[src/rtl/arbiter_rr_n_burst.sv]
// Round-robin N-input stream arbiter with burst locking and a two-entry
// output skid buffer; ready toward the inputs never depends on out_ready.
module arbiter_rr_n_burst #(
    parameter int N          = 4,
    parameter int DWIDTH     = 16,
    parameter bit BURST_LOCK = 1'b1,
    parameter int IDW        = (N > 1) ? $clog2(N) : 1
) (
    input  logic              clk,
    input  logic              rst,
    input  logic [N-1:0]      in_valid,
    input  logic [DWIDTH-1:0] in_data [N],
    input  logic [N-1:0]      in_last,
    output logic [N-1:0]      in_ready,
    output logic              out_valid,
    output logic [DWIDTH-1:0] out_data,
    output logic              out_last,
    output logic [IDW-1:0]    out_id,
    input  logic              out_ready
);

    logic              r_main_valid;
    logic [DWIDTH-1:0] r_main_data;
    logic              r_main_last;
    logic [IDW-1:0]    r_main_id;
    logic              r_skid_valid;
    logic [DWIDTH-1:0] r_skid_data;
    logic              r_skid_last;
    logic [IDW-1:0]    r_skid_id;
    logic              r_lock;
    logic [IDW-1:0]    r_lock_id;
    logic [IDW-1:0]    r_last_grant;

    logic [N-1:0]      w_lock_mask;
    logic [N-1:0]      w_elig;
    logic              w_gnt_vld;
    logic [IDW-1:0]    w_gnt_id;
    int                w_dist;
    int                w_best;
    logic              w_acc;
    logic [DWIDTH-1:0] w_acc_data;
    logic              w_acc_last;

    assign w_lock_mask = N'(1) << r_lock_id;

    // Smallest rotated distance from last_grant+1 wins; a lock narrows
    // eligibility to the locked channel only.
    always_comb begin
        w_elig    = r_lock ? (in_valid & w_lock_mask) : in_valid;
        w_gnt_vld = 1'b0;
        w_gnt_id  = '0;
        w_best    = N;
        w_dist    = 0;
        for (int j = 0; j < N; j++) begin
            w_dist = j - int'(r_last_grant) - 1;
            if (w_dist < 0) w_dist = w_dist + N;
            if (w_elig[j] && (w_dist < w_best)) begin
                w_best    = w_dist;
                w_gnt_vld = 1'b1;
                w_gnt_id  = IDW'(j);
            end
        end
    end

    assign in_ready = (rst && !r_skid_valid && w_gnt_vld)
                    ? (N'(1) << w_gnt_id) : '0;
    assign w_acc      = |in_ready;
    assign w_acc_last = |(in_last & in_ready);

    always_comb begin
        w_acc_data = '0;
        for (int j = 0; j < N; j++) begin
            if (in_ready[j]) w_acc_data = in_data[j];
        end
    end

    always_ff @(posedge clk or negedge rst) begin
        if (!rst) begin
            r_main_valid <= 1'b0;
            r_main_data  <= '0;
            r_main_last  <= 1'b0;
            r_main_id    <= '0;
            r_skid_valid <= 1'b0;
            r_skid_data  <= '0;
            r_skid_last  <= 1'b0;
            r_skid_id    <= '0;
            r_lock       <= 1'b0;
            r_lock_id    <= '0;
            r_last_grant <= IDW'(N - 1);
        end else begin
            if (w_acc) begin
                r_last_grant <= w_gnt_id;
                r_lock_id    <= w_gnt_id;
                r_lock       <= BURST_LOCK && !w_acc_last;
                if (!r_main_valid || out_ready) begin
                    r_main_valid <= 1'b1;
                    r_main_data  <= w_acc_data;
                    r_main_last  <= w_acc_last;
                    r_main_id    <= w_gnt_id;
                end else begin
                    r_skid_valid <= 1'b1;
                    r_skid_data  <= w_acc_data;
                    r_skid_last  <= w_acc_last;
                    r_skid_id    <= w_gnt_id;
                end
            end else if (r_main_valid && out_ready) begin
                // Accept is blocked while skid is full, so draining is
                // the only way skid contents move.
                r_main_valid <= r_skid_valid;
                r_skid_valid <= 1'b0;
                if (r_skid_valid) begin
                    r_main_data <= r_skid_data;
                    r_main_last <= r_skid_last;
                    r_main_id   <= r_skid_id;
                end
            end
        end
    end

    assign out_valid = r_main_valid;
    assign out_data  = r_main_data;
    assign out_last  = r_main_last;
    assign out_id    = r_main_id;

endmodule

[config.mk]
export PLATFORM = sky130hd
export DESIGN_NAME = arbiter_rr_n_burst
export DESIGN_NICKNAME = d
export VERILOG_FILES = /design/src/rtl/arbiter_rr_n_burst.sv
export SDC_FILE = /design/constraint.sdc
export NUM_CORES = 1
export LEC_CHECK = 0
export ABC_CLOCK_PERIOD_IN_PS = 14250
export CORE_UTILIZATION = 40
export DETAILED_ROUTE_END_ITERATION = 8
export PLACE_DENSITY = 0.82
export SYNTH_ARGS = -nofsm -noshare
export SYNTH_HDL_FRONTEND = slang
export SYNTH_SLANG_ARGS = --single-unit
[constraint.sdc]
create_clock -name clk -period 14.25 [get_ports clk]
set_input_delay 2.85 -clock clk [delete_from_list [all_inputs] [get_ports clk]]
set_output_delay 2.85 -clock clk [all_outputs]
set_load 0.005 [all_outputs]
== Word-level counts from Yosys, hierarchy flattened ==
Cells that the tools add are included.

* Flip-flop bits (word level): 45
* Latch bits: 0
* RAM bits: 0
* ROM bits: 0
* Bits of input ports: 75
* Output and inout port bits: 24
* Logic and storage cells: 95
* Memories kept: 0

* $add $sub $neg: 12
* $mul: 0
* Div/mod/pow operators: 0
* Magnitude comparators: 8
* Equality and inequality tests: 2
* Shift operators: 2
* Muxes and demuxes: 38
* Bitwise gates (word level): 3
* Reduce and logical (&&, ||, !) cells: 19

{| class="wikitable"
|+ Operators with widths
! kind !! count
|-
| 2-to-1 mux 32 bit || 7
|-
| 2-to-1 mux 16 bit || 8
|-
| < comparator 32 bit || 3
|-
| < comparator 32 x 4 -> 1 bit, second input constant || 1
|-
| adder 4 x 4 -> 5 bit, second input constant || 4
|-
| < comparator 4 x 1 -> 1 bit, second input constant || 4
|-
| subtractor 3 x 2 -> 4 bit, second input constant || 4
|-
| 2-to-1 mux 1 bit || 15
|-
| 2-to-1 mux 2 bit || 6
|-
| AND 4 bit || 2
|-
| 2-to-1 mux 4 bit || 2
|-
| OR reduction 4 bit || 2
|-
| << shifter 1 x 2 -> 4 bit, first input constant || 2
|-
| logical AND 1 bit || 7
|-
| AND reduction 2 bit || 3
|-
| subtractor 1 x 2 -> 3 bit, first input constant || 2
|-
| subtractor 2 x 2 -> 3 bit, first input constant || 2
|-
| nonzero test 2 bit || 2
|-
| logical NOT 1 bit || 3
|-
| AND reduction 3 bit || 1
|-
| inequality test 2 x 1 -> 1 bit, second input constant || 1
|-
| inequality test 2 bit, second input constant || 1
|-
| logical OR 1 bit || 1
|-
| NOT 1 bit || 1
|}

== Longest topological paths before layout ==
* Depth after elaboration: 24
* Gate-level depth with buffers: 24
* Depth with buffers taken out: 21

== Worst setup path after synthesis ==
Ideal clock, no wire load.

* Kind: input to output
* Start point: in in_valid[1]
* End point: out in_ready[2]
* Data arrival time: 6.331 ns
* Path slack: 5.069 ns
* Stages: 18
* Path buffers: 2
* Cell sequence: a21boi_1 -> o21ai_1 -> clkbuf_1 -> nor2_1 -> a21oi_1 -> ha_1 -> o21a_1 -> a221o_1 -> a31oi_1 -> o21ai_0 -> nand2_1 -> o21ai_0 -> ha_1 -> a2111o_1 -> o21a_1 -> a21o_1 -> buf_2 -> and3_1

* Word-level cells in the longest chain between the ends: 12
* Elaborated cells between the ends (all ways): 18

{| class="wikitable"
|+ RTL lines
! what !! line !! text
|-
| start: declaration || 11 || <nowiki>input logic [N-1:0] in_valid,</nowiki>
|-
| AND 4 bit || 49 || <nowiki>w_elig = r_lock ? (in_valid & w_lock_mask) : in_valid;</nowiki>
|-
| 2-to-1 mux 4 bit (*) || 49 ||
|-
| logical AND 1 bit (*) || 57 || <nowiki>if (w_elig[j] && (w_dist < w_best)) begin</nowiki>
|-
| 2-to-1 mux 32 bit || 57 ||
|-
| < comparator 32 bit || 57 ||
|-
| logical AND 1 bit || 57 ||
|-
| 2-to-1 mux 32 bit || 57 ||
|-
| < comparator 32 bit || 57 ||
|-
| logical AND 1 bit || 57 ||
|-
| 2-to-1 mux 2 bit / 2-to-1 mux 1 bit (equally long branches) || 57 ||
|-
| << shifter 1 x 2 -> 4 bit / logical AND 1 bit (equally long branches) || 66, 65 ||
|-
| 2-to-1 mux 4 bit (*) || 66 || <nowiki>? (N'(1) << w_gnt_id) : '0;</nowiki>
|-
| end: declaration || 14 || <nowiki>output logic [N-1:0] in_ready,</nowiki>
|}

Every way passes the cells marked *; elsewhere a longest branch is shown, timed or not.

== Final worst setup path ==
* Start point: in in_valid[1]
* End point: out in_ready[0]

The elaborated chain is that of the path after synthesis.

==> out/qor.yml <==
wirelength_mm: 7.57
clk_latency_ns: 0.30
yosysSeqAreaShare_pct: 39.8
status: "completed"
syn_nets: 378
period_share_pct: 72.9
synth-edff-count: 0
power_density_nw_per_um2: 205
fin_cells: 477
p_leak_nw: 1.66
core_area_um2: 6830
finClkSkew_ns: 0.00600
drc: 0
dr.pass1.iters: 4
clockBufferDepth: 2
rsz0062_at_grt: "false"
clockRootBuffer: "clkbuf_8"
antenna_found_initial: 0
cts_setup_buffers: 0
synthToLayoutAreaGrowth_pct: 38.7
grt_pass1_wl_mm: 12.4
dp.cells: 470
cts-resized-gates: 0
cp_num_buf_inv: 3
max_slew.worst_pin.slew_ns: 1.01
critPathKind: "input pin to primary output"
numCtsBuffers: 5
setup-violations-final: 0
numPortBuffers: 98
cp.required_ns: 11.40
maxCapViolCount: 0
antenna_cells: 0
nFillCells: 639
wire_per_inst_um: 15.9
yosys_warnings: 0
grt_pass1_vias: 2482
h-tree-depth: 2
holdCritPathClass: "flop to flop"
cts_tree: "yes"
gp_congestion: 0.851
post-dp-hpwl_mm: 5.63
start_kind: "input pin"
p_total_w: 0.000806
crit_slowest_cell: "a31oi_2"
clock.fmax_mhz: 96.2
num_rows: 30
synth-main-ff-cell: "dfrtp_1"
max_slew_margin_pct: 32.6
path_cells: "clkdlybuf4s50_1 > a21boi_1 > o21ai_2 > a21oi_1 > ha_1 > o21a_1 > a221o_1 > a31oi_1 > o21ai_0 > o21ai_0 > ha_1 > a2111o_1 > o2111ai_1 > a31oi_2 > inv_1 > nor3b_1 > clkdlybuf4s50_1"
ant_nets: 0
initial_core_util_pct: 41.5
grt.total_usage_pct: 21.5
die_area_um2: 7420
period_needed_ns: 10.39
vdd_ir_drop_max_mv: 0.0691
path_clk_slew_ns: 0.07
synth_area_um2: 2830
final_nets: 466
dieWidth_um: 86.2
tns_ns: 0
overflow: 0
ctsHoldBuffers: 0
hold_viol: 0
synth_cell_type_count: 49
drive_gt1_share_pct: 11.0
post-place-ws_ns: 3.84
maxSlewViolCount: 0
ys_seq_elements: 45
drt_iter0_markers: 145
setup_slack_ns: 3.86
grt_max_degree: 48
via_per_inst: 5.48
vias: 2615
crit_family: "compound AO/OA/AOI/OAI gates"
arrival_ns: 7.54
synth-async-reset-ratio_pct: 100
crit_path_end_kind: "primary output"
fp.dieH_um: 86.2
path_max_fanout: 20
pin_count: 99
slowest_delay_ns: 0.70
syn_inst: 293
cts_num_sinks: 45
synth_area_per_cell_um2: 9.67
==> tightest hold or removal path: stages (launching register included) <==
cell and delay (ns):
dfrtp_1 0.35, nand2_1 0.06, o21ai_2 0.05
==> cells in the final DEF, fill, tap and decap left out, drive strengths merged, types with 2 or more instances in the layout <==
| cell type | instances |
|---|---|
| a21boi | 2 |
| a21o | 3 |
| a21oi | 7 |
| a22oi | 17 |
| a31oi | 2 |
| and3 | 2 |
| buf | 5 |
| clkbuf | 7 |
| clkdlybuf4s50 | 97 |
| dfrtp | 43 |
| dfstp | 2 |
| ha | 10 |
| inv | 10 |
| mux2 | 2 |
| mux2i | 17 |
| nand2 | 34 |
| nand2b | 3 |
| nand3 | 3 |
| nand3b | 2 |
| nor2 | 8 |
| nor2b | 2 |
| nor3 | 2 |
| o211ai | 3 |
| o21a | 4 |
| o21ai | 61 |
| o221ai | 16 |
| xor2 | 3 |
==> final timing paths <==
kind                                              from  cells after the start                     endpoint  slack, ns
max                                        in_valid[1]                     17                  in_ready[0]       3.86
min                         r_skid_data[5]$_DFFE_PN0P_                      2   r_skid_data[5]$_DFFE_PN0P_       0.48
max reg2reg                r_last_grant[0]$_DFFE_PN1P_                     19           r_lock$_DFFE_PN0P_       9.11
min reg2reg                 r_skid_data[5]$_DFFE_PN0P_                      2   r_skid_data[5]$_DFFE_PN0P_       0.48
max in group asynchronous                          rst                      2  r_last_grant[0]$_DFFE_PN1P_      11.23
min in group asynchronous                          rst                      2     r_skid_valid$_DFFE_PN0P_       2.63
==> registers in the layout (all words and copies together), names as in the netlist <==
name	count
out_data	16
out_id	2
out_last	1
out_valid	1
r_last_grant	2
r_lock	1
r_lock_id	2
r_skid_data	16
r_skid_id	2
r_skid_last	1
r_skid_valid	1
==> synthesized netlist by cell type, types with 2 or more instances <==
cell type,count,area [µm²]
dfrtp_1,43,1080
nand2_1,34,128
o21ai_0,31,155
o21ai_1,20,100
a22oi_1,17,128
mux2i_1,17,170
ha_1,10,125
inv_1,10,37.5
o21ai_2,10,87.6
o221ai_2,9,135
nor2_1,8,30.0
a21oi_1,7,35.0
clkbuf_1,7,26.3
o221ai_1,7,61.3
buf_2,6,30.0
buf_6,6,67.6
o21a_1,4,30.0
a21o_1,3,22.5
nand2b_1,3,18.8
nand3_1,3,15.0
xor2_1,3,26.3
a31oi_1,2,12.5
and3_1,2,12.5
dfstp_2,2,52.6
nand3b_1,2,15.0
nor2b_1,2,12.5
nor3_1,2,10.0
o211ai_1,2,15.0
==> through the flow <==
step	utilization [%]	hold slack, ns	area (µm²)
floorplan	-	0.452	2830
global placement	56.2	0.460	3840
detailed placement	56.2	0.467	3840
CTS	57.5	0.485	3930
global route	57.5	0.502	3930
finish	57.5	0.480	3930
==> layout make-up <==
type                       count  area [µm²]  share of cell area, %
tap                           96         120                   3.06
sequential                    45        1130                   28.7
multi-input combinational    217        1550                   39.5
clock buffer                   7        86.3                   2.20
timing repair buffer         102        1010                   25.6
inverter                      10        37.5                  0.955
==> report_power, final <==
group	switching, W	total, W	internal (W)	leakage, nW
clock	0.0000402	0.0000787	0.0000385	0.0443
combinational	0.000283	0.000509	0.000227	1.04
sequential	0.0000383	0.000218	0.000180	0.576
total	0.000361	0.000806	0.000445	1.66
==> cells by family after synthesis <==
family	after synthesis	share of synthesized area [%]
buf+inv	31	6.01
fa+ha+maj	10	4.42
xor+xnor	3	0.928
flops	45	39.8
simple gates	60	9.45
mux	19	6.93
compound gates	125	32.4
==> metal layers <==
metal / GRT usage, % / vias up / routed length (µm) / part of all wire [%]
met1: 31.0 / 1239 / 3520 / 47
met2: 33.3 / 102 / 3510 / 46
met5: 0 / - / 0 / 0
met3: 4.23 / 7 / 483 / 6.4
met4: 4.70 / 0 / 54 / 0.71
li1: - / 1267 / - / -
No activity file was read; power rests on OpenSTA's default activity.
